`src/rtl/multicycle_controlunit.sv`:
```
// ----------------------------------------------------------------------------
// multicycle_controlunit
//
// Multicycle RV32I control unit. Each instruction is walked through
// FETCH -> DECODE -> EXEC -> [MEM] -> [WB]. Decoded control fields are
// captured on the DECODE cycle and held until the next DECODE. All write
// strobes are qualified by state. The unit handshakes with instruction fetch
// (instr_valid) and a variable-latency data memory (mem_ready), counts retired
// instructions, and enters a sticky TRAP state on an illegal opcode or a data
// memory timeout. Only rst leaves TRAP.
//
// Optional build macro:
//   RV_M_EXT_EN  - accepts R-type with Funct7=0000001 (M extension). EXEC
//                  pulses mul_start, then MULWAIT holds until mul_done.
//                  When undefined, that encoding is illegal, mul_start is 0
//                  and mul_done is ignored.
//
// Parameters:
//   MEM_TIMEOUT  cycles allowed in MEM before a timeout trap (2..2^CNT_W-1)
//   CNT_W        width of the MEM wait counter
//   RET_W        width of the retired-instruction counter (wraps)
//
// Ports:
//   clk, rst               rising-edge clock, synchronous active-high reset
//   OpCode/Funct3/Funct7   instruction fields from IR
//   instr_valid            fetch data valid
//   mem_ready              data memory access complete
//   mul_done               mul/div result valid (M extension only)
//   IRWr, PCWr, RUWr       IR load, PC update, register file write
//   DMWr, DMRd             data memory write / read request
//   ALUOp, ImmSrc, ALUASrc, ALUBSrc, DMCtrl, BrOp, RUDataWrSrc
//                          decoded datapath controls
//   mul_start              1-cycle start pulse to mul/div
//   retire, retired        completion pulse and completion count
//   trap, trap_cause       sticky error flag, 01=illegal opcode, 10=mem timeout
// ----------------------------------------------------------------------------
module multicycle_controlunit #(
    parameter int unsigned MEM_TIMEOUT = 16,
    parameter int unsigned CNT_W       = 8,
    parameter int unsigned RET_W       = 32
) (
    input  logic             clk,
    input  logic             rst,
    input  logic [6:0]       OpCode,
    input  logic [2:0]       Funct3,
    input  logic [6:0]       Funct7,
    input  logic             instr_valid,
    input  logic             mem_ready,
    input  logic             mul_done,
    output logic             IRWr,
    output logic             PCWr,
    output logic             RUWr,
    output logic             DMWr,
    output logic             DMRd,
    output logic [3:0]       ALUOp,
    output logic [2:0]       ImmSrc,
    output logic             ALUASrc,
    output logic             ALUBSrc,
    output logic [2:0]       DMCtrl,
    output logic [4:0]       BrOp,
    output logic [1:0]       RUDataWrSrc,
    output logic             mul_start,
    output logic             retire,
    output logic [RET_W-1:0] retired,
    output logic             trap,
    output logic [1:0]       trap_cause
);

    // ------------------------------------------------------------------------
    // Encodings
    // ------------------------------------------------------------------------
    localparam logic [6:0] OP_R      = 7'b0110011;
    localparam logic [6:0] OP_I      = 7'b0010011;
    localparam logic [6:0] OP_LOAD   = 7'b0000011;
    localparam logic [6:0] OP_STORE  = 7'b0100011;
    localparam logic [6:0] OP_BRANCH = 7'b1100011;
    localparam logic [6:0] OP_JAL    = 7'b1101111;
    localparam logic [6:0] OP_JALR   = 7'b1100111;
    localparam logic [6:0] OP_LUI    = 7'b0110111;
    localparam logic [6:0] OP_AUIPC  = 7'b0010111;

    localparam logic [6:0] F7_MULDIV = 7'b0000001;

    localparam logic [1:0] CAUSE_ILLEGAL = 2'b01;
    localparam logic [1:0] CAUSE_TIMEOUT = 2'b10;

    localparam logic [CNT_W-1:0] CNT_LAST = CNT_W'(MEM_TIMEOUT - 1);

    typedef enum logic [2:0] {
        S_FETCH,
        S_DECODE,
        S_EXEC,
        S_MEM,
        S_WB,
        S_TRAP,
        S_MULWAIT
    } state_t;

    // Instruction class decides the path taken after EXEC.
    typedef enum logic [2:0] {
        C_ALU,      // R, I-ALU, JAL, JALR, LUI, AUIPC: EXEC -> WB
        C_LOAD,
        C_STORE,
        C_BRANCH,
        C_MUL
    } cls_t;

    state_t state_q, state_d;

    // ------------------------------------------------------------------------
    // Combinational decode of the IR fields
    // ------------------------------------------------------------------------
    logic [3:0] dec_aluop;
    logic [2:0] dec_immsrc;
    logic       dec_asrc;
    logic       dec_bsrc;
    logic [2:0] dec_dmctrl;
    logic [4:0] dec_brop;
    logic [1:0] dec_wrsrc;
    cls_t       dec_cls;
    logic       dec_legal;

    always_comb begin
        dec_aluop  = '0;
        dec_immsrc = '0;
        dec_asrc   = 1'b0;
        dec_bsrc   = 1'b0;
        dec_dmctrl = '0;
        dec_brop   = '0;
        dec_wrsrc  = '0;
        dec_cls    = C_ALU;
        dec_legal  = 1'b1;
        case (OpCode)
            OP_R: begin
                if (Funct7 == F7_MULDIV) begin
`ifdef RV_M_EXT_EN
                    dec_aluop = {1'b1, Funct3};
                    dec_cls   = C_MUL;
`else
                    dec_legal = 1'b0;
`endif
                end else begin
                    dec_aluop = {Funct7[5], Funct3};
                end
            end
            OP_I: begin
                // Funct7[5] only selects SRAI over SRLI; ignored elsewhere.
                dec_aluop = {(Funct3 == 3'b101) ? Funct7[5] : 1'b0, Funct3};
                dec_bsrc  = 1'b1;
            end
            OP_LOAD: begin
                dec_bsrc   = 1'b1;
                dec_dmctrl = Funct3;
                dec_wrsrc  = 2'b01;
                dec_cls    = C_LOAD;
            end
            OP_STORE: begin
                dec_immsrc = 3'b001;
                dec_bsrc   = 1'b1;
                dec_dmctrl = Funct3;
                dec_cls    = C_STORE;
            end
            OP_BRANCH: begin
                dec_immsrc = 3'b101;
                dec_brop   = {2'b01, Funct3};
                dec_aluop  = 4'b1000;
                dec_cls    = C_BRANCH;
            end
            OP_JAL: begin
                dec_immsrc = 3'b110;
                dec_asrc   = 1'b1;
                dec_bsrc   = 1'b1;
                dec_brop   = 5'b10000;
                dec_wrsrc  = 2'b10;
            end
            OP_JALR: begin
                dec_bsrc  = 1'b1;
                dec_brop  = 5'b10000;
                dec_wrsrc = 2'b10;
            end
            OP_LUI: begin
                dec_immsrc = 3'b010;
                dec_aluop  = 4'b1111;
                dec_bsrc   = 1'b1;
            end
            OP_AUIPC: begin
                dec_immsrc = 3'b010;
                dec_asrc   = 1'b1;
                dec_bsrc   = 1'b1;
            end
            default: dec_legal = 1'b0;
        endcase
    end

`ifndef RV_M_EXT_EN
    logic unused_mul_done;
    assign unused_mul_done = mul_done;
`endif

    // ------------------------------------------------------------------------
    // Registered control fields, counters, trap status
    // ------------------------------------------------------------------------
    logic [3:0]       aluop_q;
    logic [2:0]       immsrc_q;
    logic             asrc_q;
    logic             bsrc_q;
    logic [2:0]       dmctrl_q;
    logic [4:0]       brop_q;
    logic [1:0]       wrsrc_q;
    cls_t             cls_q;
    logic [CNT_W-1:0] cnt_q;
    logic [RET_W-1:0] retired_q;
    logic             trap_q;
    logic [1:0]       cause_q;

    logic             trap_set;
    logic [1:0]       trap_cause_d;

    // ------------------------------------------------------------------------
    // FSM process 1: state register
    // ------------------------------------------------------------------------
    always_ff @(posedge clk) begin
        if (rst) begin
            state_q <= S_FETCH;
        end else begin
            state_q <= state_d;
        end
    end

    // ------------------------------------------------------------------------
    // FSM process 2: next-state logic
    // ------------------------------------------------------------------------
    always_comb begin
        state_d      = state_q;
        trap_set     = 1'b0;
        trap_cause_d = '0;
        case (state_q)
            S_FETCH: begin
                if (instr_valid) begin
                    state_d = S_DECODE;
                end
            end
            S_DECODE: begin
                if (!dec_legal) begin
                    state_d      = S_TRAP;
                    trap_set     = 1'b1;
                    trap_cause_d = CAUSE_ILLEGAL;
                end else begin
                    state_d = S_EXEC;
                end
            end
            S_EXEC: begin
                case (cls_q)
                    C_LOAD, C_STORE: state_d = S_MEM;
                    C_BRANCH:        state_d = S_FETCH;
`ifdef RV_M_EXT_EN
                    C_MUL:           state_d = S_MULWAIT;
`endif
                    default:         state_d = S_WB;
                endcase
            end
            S_MEM: begin
                // A ready on the last allowed cycle still completes normally.
                if (mem_ready) begin
                    state_d = (cls_q == C_LOAD) ? S_WB : S_FETCH;
                end else if (cnt_q == CNT_LAST) begin
                    state_d      = S_TRAP;
                    trap_set     = 1'b1;
                    trap_cause_d = CAUSE_TIMEOUT;
                end
            end
            S_WB: begin
                state_d = S_FETCH;
            end
            S_MULWAIT: begin
`ifdef RV_M_EXT_EN
                if (mul_done) begin
                    state_d = S_WB;
                end
`else
                state_d = S_FETCH;
`endif
            end
            S_TRAP: begin
                state_d = S_TRAP;
            end
            default: begin
                state_d = S_FETCH;
            end
        endcase
    end

    // ------------------------------------------------------------------------
    // FSM process 3: outputs
    // During DECODE the fields come straight from the decoder so the datapath
    // sees them one cycle earlier; afterwards the captured copy is held.
    // ------------------------------------------------------------------------
    always_comb begin
        IRWr      = 1'b0;
        PCWr      = 1'b0;
        RUWr      = 1'b0;
        DMWr      = 1'b0;
        DMRd      = 1'b0;
        mul_start = 1'b0;
        retire    = 1'b0;

        if (state_q == S_DECODE) begin
            ALUOp       = dec_aluop;
            ImmSrc      = dec_immsrc;
            ALUASrc     = dec_asrc;
            ALUBSrc     = dec_bsrc;
            DMCtrl      = dec_dmctrl;
            BrOp        = dec_brop;
            RUDataWrSrc = dec_wrsrc;
        end else begin
            ALUOp       = aluop_q;
            ImmSrc      = immsrc_q;
            ALUASrc     = asrc_q;
            ALUBSrc     = bsrc_q;
            DMCtrl      = dmctrl_q;
            BrOp        = brop_q;
            RUDataWrSrc = wrsrc_q;
        end

        case (state_q)
            S_FETCH: begin
                IRWr = instr_valid;
            end
            S_EXEC: begin
                if (cls_q == C_BRANCH) begin
                    PCWr   = 1'b1;
                    retire = 1'b1;
                end
`ifdef RV_M_EXT_EN
                mul_start = (cls_q == C_MUL);
`endif
            end
            S_MEM: begin
                DMRd = (cls_q == C_LOAD);
                DMWr = (cls_q == C_STORE);
                if (mem_ready && (cls_q == C_STORE)) begin
                    PCWr   = 1'b1;
                    retire = 1'b1;
                end
            end
            S_WB: begin
                RUWr   = 1'b1;
                PCWr   = 1'b1;
                retire = 1'b1;
            end
            default: begin
            end
        endcase
    end

    // ------------------------------------------------------------------------
    // Field capture, MEM wait counter, retire counter, trap status
    // ------------------------------------------------------------------------
    always_ff @(posedge clk) begin
        if (rst) begin
            aluop_q   <= '0;
            immsrc_q  <= '0;
            asrc_q    <= 1'b0;
            bsrc_q    <= 1'b0;
            dmctrl_q  <= '0;
            brop_q    <= '0;
            wrsrc_q   <= '0;
            cls_q     <= C_ALU;
            cnt_q     <= '0;
            retired_q <= '0;
            trap_q    <= 1'b0;
            cause_q   <= '0;
        end else begin
            if (state_q == S_DECODE) begin
                aluop_q  <= dec_aluop;
                immsrc_q <= dec_immsrc;
                asrc_q   <= dec_asrc;
                bsrc_q   <= dec_bsrc;
                dmctrl_q <= dec_dmctrl;
                brop_q   <= dec_brop;
                wrsrc_q  <= dec_wrsrc;
                cls_q    <= dec_cls;
            end
            // Held at zero outside MEM, so every MEM visit starts from 0.
            if (state_q == S_MEM) begin
                cnt_q <= cnt_q + CNT_W'(1);
            end else begin
                cnt_q <= '0;
            end
            if (retire) begin
                retired_q <= retired_q + RET_W'(1);
            end
            if (trap_set) begin
                trap_q  <= 1'b1;
                cause_q <= trap_cause_d;
            end
        end
    end

    assign retired    = retired_q;
    assign trap       = trap_q;
    assign trap_cause = cause_q;

endmodule

```
`config.mk`:
```
export PLATFORM = sky130hd
export DESIGN_NAME = multicycle_controlunit
export DESIGN_NICKNAME = d
export VERILOG_FILES = /design/src/rtl/multicycle_controlunit.sv
export SDC_FILE = /design/constraint.sdc
export NUM_CORES = 1
export LEC_CHECK = 0
export BUFFER_PORTS_ARGS = -buffer_cell sky130_fd_sc_hd__buf_2
export CORE_ASPECT_RATIO = 0.8
export CORE_UTILIZATION = 53
export CTS_CLUSTER_DIAMETER = 30
export DETAILED_ROUTE_END_ITERATION = 7
export GPL_ROUTABILITY_DRIVEN = 1
export PLACE_DENSITY = 0.82
export SYNTH_ARGS = -nofsm -noshare
export SYNTH_HDL_FRONTEND = slang
export SYNTH_SLANG_ARGS = --single-unit
```
`constraint.sdc`:
```
create_clock -name clk -period 3.3 [get_ports clk]
set_input_delay 0.99 -clock clk [delete_from_list [all_inputs] [get_ports clk]]
set_output_delay 0.99 -clock clk [all_outputs]
set_load 0.01 [all_outputs]
```
==> metrics.txt, run 1 <==
crit path launch OpCode[2]; Worst Tran Pin Value 0.755 ns; final instance area 4040 sq um; GRT Total Usage 24.1%; Critical Path Sink Type output port; Finish-stage setup viols 0; antenna cells 0; fill cell count 502; Layout Cells excl Fill 553; Top FF cell, synth dfxtp_1; mux share of post-synthesis cell area 0.648%; Die Y 72.4 um; die width 90.0 um; Synth area leaders dfxtp_1 (41%), xor2_1 (7.7%), nor2_1 (6.3%); Starting Density 55.2%; vias in the first global route 2,703; global-route wire length before repair 12,500 um; clock sinks 67; Core Region 5940 sq um; largest net degree at the start of global routing 41; XOR/XNOR Fraction of Synth Area 8.54%; Reg2Reg Depth 6; Overflow after GRT 0; outcome complete, no violations; Synth area leader dfxtp_1; Root Driver clkbuf_8; Internal Power 0.00139 W; required time worst endpoint 2.31 ns; Synth warnings 0; Die ar. 6510 sq um; clk_skew 0.00887 ns; Reg2Reg Setup Slack 1.13 ns; #FFs+latches synth 67; H-Tree Depth 3; Post-CTS Hold Fix Bufs 0; layout cells sized above 1 26.9%; Max Freq 0.309 GHz; Reg2Reg Launch Point state_q[2]$_SDFFE_PP0P_; Post-Synth Adder-Cell Area 2.29%; HP Class reg2reg; Clock transition at path regs 0.07 ns; simple-gate area share of the yosys netlist 31.6%; P_leak 1.75 nW; Critical Path Fanout Max 6; Post-Route WL 8070 um; Comb pwr share 8.7%; post-synthesis sequential area ratio 40.9%; WS Path Type in2out; Syn Inst Count 388; Iter 0 DRT Violations 306; ys async rst share 0%; HPWL after DPL 5460 um; Psw 0.000413 W; I/O pins 83; max cap viols 0; Tcrit/Tclk final 98.0%; Max VDD drop 0.274 mV; RSZ-0062 raised after global routing yes; Synth Cell Area 3280 sq um; hold_ws 0.458 ns; crit start category primary input; final net count 495; Post-synth EDFFs 0; timing endpoint of the critical path ALUOp[0]; row cnt 25; routed vias/inst 5.65; Cell Pwr Density 445 nW/um^2; synthesized area per cell 8.46 sq um; placed insts 536; main combinational cell family by area after synthesis simple AND/OR/NAND/NOR gates; worst reg2reg path endpoint retired[23]$_SDFFE_PP0P_; First-pass DRT Iterations 6; TritonCTS clock tree yes; DP Area 3720 sq um; DRC viols 0; Slew Limit Headroom 49.7%; Clk pwr share 45.1%; Mapped Nets 416; Avg WL per Cell 14.6 um; clk_lat worst skew 0.34 ns; Yosys top cell area share 40.9%; Final Util 68.0%; most common cell in the netlist dfxtp_1; Switching Share 22.9%; Synth cell types 50; Synth top cells by count dfxtp_1 (67), nor2_1 (55), xor2_1 (29); CTS buffer count 9; via count 3,123; Flop pwr share 46.2%; Hold Fails Final Rpt 0; RePlAce Congestion 0.866; post-route ant nets 0; min Tclk post-route 3.23 ns; CTS Buffer Depth 2; fin. max-slew vios 0; Post-CTS Setup Bufs 0; initial antenna violation count 0; port buffer count 80; Arr. time, crit path 2.24 ns; Synth Area in Compound Gates 10.1%; Layout area overhead 23.1%
[critical path, cell delays in order]
cell	delay [ns]
buf_2	0.11
nand4bb_4	0.31
a211oi_1	0.28
and3_1	0.25
a221o_1	0.17
buf_2	0.13
[through the flow]
step | power, W | setup TNS, ns | setup slack [ns]
floorplan | 0.000950 | 0 | 0.193
global placement | 0.000987 | -0.0461 | -0.0461
detailed placement | 0.000992 | -0.656 | -0.190
CTS | 0.00180 | 0 | 0.0166
global route | 0.00186 | -0.0722 | -0.0152
finish | 0.00180 | 0 | 0.0654
[kinds of logic after synthesis]
group | count (synthesis)
flops | 67
compound gates | 50
fa+ha+maj | 6
buf+inv | 37
other cells | 1
mux | 2
simple gates | 193
xor+xnor | 32
[layer usage]
layer / vias up / track usage, % / wire length [um]
li1: 1514 / - / -
met1: 1456 / 30.9 / 3610
met2: 143 / 40.0 / 3770
met3: 10 / 7.23 / 602
met4: 0 / 6.45 / 78
met5: - / 0 / 0
[power by group through the flow]
| stage | sequential [W] | clock, W | combinational (W) |
|---|---|---|---|
| floorplan | 0.000844 | 0 | 0.000106 |
| global placement | 0.000847 | 0 | 0.000140 |
| detailed placement | 0.000849 | 0 | 0.000143 |
| CTS | 0.000830 | 0.000822 | 0.000148 |
| global route | 0.000832 | 0.000857 | 0.000169 |
| finish | 0.000831 | 0.000810 | 0.000157 |
[worst min path at each step]
stage | startpoint | to | slack (ns) | depth (start not counted)
finish | trap_cause[1]$_SDFFE_PP0P_ | trap_cause[1]$_SDFFE_PP0P_ | 0.46 | 2
floorplan | cnt_q[0]$_SDFF_PP0_ | cnt_q[0]$_SDFF_PP0_ | 0.43 | 1
global placement | cnt_q[0]$_SDFF_PP0_ | cnt_q[0]$_SDFF_PP0_ | 0.44 | 1
CTS | trap_cause[0]$_SDFFE_PP0P_ | trap_cause[0]$_SDFFE_PP0P_ | 0.46 | 2
detailed placement | cnt_q[0]$_SDFF_PP0_ | cnt_q[0]$_SDFF_PP0_ | 0.45 | 1
global route | trap_cause[1]$_SDFFE_PP0P_ | trap_cause[1]$_SDFFE_PP0P_ | 0.48 | 2
[repair_timing]
| item | CTS | global route |
|---|---|---|
| cloned | 0 | 1 |
| pin swaps | 0 | 2 |
| gates resized for setup | 4 | 8 |
| setup endpoints to repair | 12 | 12 |
[registers in the layout (all words and copies together) (netlist names)]
| register | count |
|---|---|
| wrsrc_q | 2 |
| trap | 1 |
| trap_cause | 2 |
| aluop_q | 4 |
| cnt_q | 8 |
| bsrc_q | 1 |
| dmctrl_q | 3 |
| brop_q | 5 |
| retired | 32 |
| cls_q | 2 |
| state_q | 3 |
| immsrc_q | 3 |
| asrc_q | 1 |
[final cells by class]
class / instances / area, sq um / share of cell area (%)
multi-input combinational: 285 / 1820 / 45.0
timing repair buffer: 91 / 483 / 12.0
tap: 81 / 101 / 2.51
sequential: 67 / 1340 / 33.2
clock inverter: 3 / 67.6 / 1.67
clock buffer: 13 / 179 / 4.43
inverter: 13 / 48.8 / 1.21
[cell usage in the layout, fill, tap and decap left out, types with 3 or more instances in the layout]
cell      count
a221o_1       3
nor2b_1      21
or3_1         7
clkbuf_8     13
xor2_1       29
nor4_1        3
nand2_1      26
buf_2        80
nor2_1       54
o21ai_0      10
a21oi_1      14
and3_1        7
o31ai_1       3
a31oi_1       4
inv_1        13
a22o_1        3
nor3_1        7
and4_1        3
buf_4        11
a21o_1        4
nand4_1      25
ha_1          6
nand3_1      14
dfxtp_1      67
xnor2_1       3
Power figures use the tool's default switching activity.
==> run 2, diff against run 1 <==
--- a/config.mk
+++ b/config.mk
@@ -6,8 +6,10 @@
 export NUM_CORES = 1
 export LEC_CHECK = 0
 export BUFFER_PORTS_ARGS = -buffer_cell sky130_fd_sc_hd__buf_2
+export CELL_PAD_IN_SITES_DETAIL_PLACEMENT = 2
+export CELL_PAD_IN_SITES_GLOBAL_PLACEMENT = 2
 export CORE_ASPECT_RATIO = 0.8
-export CORE_UTILIZATION = 53
+export CORE_UTILIZATION = 31
 export CTS_CLUSTER_DIAMETER = 30
 export DETAILED_ROUTE_END_ITERATION = 7
 export GPL_ROUTABILITY_DRIVEN = 1
==> run 2 against run 1 <==
Worst setup slack worse by 0.014 ns. Worst hold slack improved by 0.0083 ns. Non-clock buffer count is 3 higher. Fmax down 0.42%. Via count rose by 1.7%. Wire length increased by 35%. Largest cell class unchanged.
==> metrics.txt, run 2 (same netlist as run 1, synthesis figures left out) <==
outcome complete, no violations; Starting Density 31.9% (-23 points); port buffer count 80 (unchanged); Internal Power 0.00177 W (+28%); WS Path Type in2out; Layout area overhead 31.4%; crit start category primary input; Avg WL per Cell 17.7 um (+21%); Core Region 10,300 sq um (+73%); setup slack after layout 0.0518 ns (-0.0136 ns); Psw 0.000483 W (+17%); Overflow after GRT 0 (unchanged); commonest non-fill, non-tap cell in the layout buf_2; GRT Total Usage 21.0% (-3.1 points); clock sinks 67 (unchanged); HP Class reg2reg; row cnt 33 (+32%); number of flip-flops in the largest register 32 (unchanged); Clock transition at path regs 0.05 ns (-0.02 ns); via count 3,175 (+1.7%); Layout Cells excl Fill 614 (+11%); setup TNS 0 ns (unchanged); Critical Path Sink Type output port; Finish-stage setup viols 0 (unchanged); Die ar. 11,000 sq um (+69%); Max Freq 0.308 GHz (-0.42%); CTS buffer count 9 (unchanged); largest net degree at the start of global routing 32 (-22%); Slew Limit Headroom 58.5% (+8.8 points); most frequent cells in the layout buf_2 (80), dfxtp_1 (67), nor2_1 (54), xor2_1 (29), nand2_1 (26); routed vias/inst 5.17 (-8.4%); Comb pwr share 7.6% (-1.1 points); fin. max-slew vios 0 (unchanged); Post-Route WL 10,900 um (+35%); Iter 0 DRT Violations 138 (-55%); Hold Fails Final Rpt 0 (unchanged); Clk pwr share 55.7% (+11 points); HPWL after DPL 7450 um (+36%); Die Y 94.0 um (+30%); clk_skew 0.00349 ns (-0.00539 ns); layout cells sized above 1 28.5% (+1.6 points); DRC viols 0 (unchanged); First-pass DRT Iterations 4 (-2); CTS Buffer Depth 2 (unchanged); I/O pins 83 (unchanged); DP Worst Slack -0.0682 ns (+0.122 ns); placed insts 597 (+11%); final net count 497 (+0.40%); Critical Path Fanout Max 6 (unchanged); Cell Pwr Density 523 nW/um^2 (+17%); post-route ant nets 0 (unchanged); TritonCTS clock tree yes; Switching Share 21.4% (-1.5 points); RePlAce Congestion 0.742 (-14%); antenna cells 0 (unchanged); max cap viols 0 (unchanged); H-Tree Depth 3 (unchanged); Root Driver clkbuf_16; required time worst endpoint 2.31 ns (about the same); clk_lat worst skew 0.34 ns (about the same); Worst Tran Pin Value 0.619 ns (-0.136 ns); vias in the first global route 3,336 (+23%); Tcrit/Tclk final 98.4% (+0.41 points); Arr. time, crit path 2.26 ns (+0.02 ns); global-route wire length before repair 17,400 um (+40%); Max VDD drop 0.242 mV (-12%); initial antenna violation count 0 (unchanged); die width 117 um (+30%); Flop pwr share 36.7% (-9.5 points); fill cell count 1,122 (+120%); min Tclk post-route 3.25 ns (+0.0136 ns); P_leak 1.83 nW (+4.9%)
## run 2: routing by layer
layer	track usage, %	vias to the layer above	routed length (um)
met2	34.7	55	5290
met1	26.1	1594	4970
met5	0	-	0
met4	9.28	0	262
li1	-	1506	-
met3	4.77	20	342
## run 2: power by group through the flow
| stage | clock [W] | sequential, W | combinational [W] |
|---|---|---|---|
| after floorplan | 0 | 0.000844 | 0.000106 |
| after global placement | 0 | 0.000844 | 0.000154 |
| after detailed placement | 0 | 0.000845 | 0.000160 |
| after CTS | 0.00129 | 0.000827 | 0.000162 |
| after global routing | 0.00132 | 0.000828 | 0.000187 |
| final | 0.00126 | 0.000828 | 0.000171 |
## run 2: cell type report
class,count,area [sq um],share of cell area [%]
Sequential cell,67,1340,31.1
Clock buffer,9,225,5.22
Tap cell,140,175,4.06
Inverter,13,48.8,1.13
Clock inverter,7,164,3.80
Timing Repair Buffer,94,509,11.8
Multi-Input combinational cell,284,1850,42.8
## run 2: final timing paths
path / start / endpoint / slack (ns) / cells past startpoint
max: OpCode[2] / DMCtrl[0] / 0.05 / 6
min reg2reg: trap_cause[1]$_SDFFE_PP0P_ / trap_cause[1]$_SDFFE_PP0P_ / 0.47 / 2
min: trap_cause[1]$_SDFFE_PP0P_ / trap_cause[1]$_SDFFE_PP0P_ / 0.47 / 2
max reg2reg: cls_q[1]$_SDFFE_PP0P_ / retired[23]$_SDFFE_PP0P_ / 0.94 / 7
## run 2: stage by stage
| step | util (%) | hold WS, ns | power (W) | area [sq um] |
|---|---|---|---|---|
| finish | 41.9 | 0.467 | 0.00225 | 4310 |
| global route | 41.9 | 0.504 | 0.00234 | 4310 |
| CTS | 41.0 | 0.473 | 0.00228 | 4210 |
| detailed placement | 37.1 | 0.459 | 0.00101 | 3810 |
| global placement | 37.1 | 0.441 | 0.000998 | 3810 |
| floorplan | - | 0.426 | 0.000950 | 3280 |
## run 2: critical path: stages
cell and delay [ns]:
buf_2 0.11, nand4bb_4 0.23, buf_6 0.16, or3_4 0.37, o31ai_2 0.23, buf_2 0.18
## run 2: repair_timing
item	4_1_cts	5_1_grt
endpoints found under the setup margin	11	14
hold buffers	0	0
endpoints found under the hold margin	0	0
setup buffers	0	1
pin swaps	1	3
gates resized for setup	3	18
gates cloned	0	0
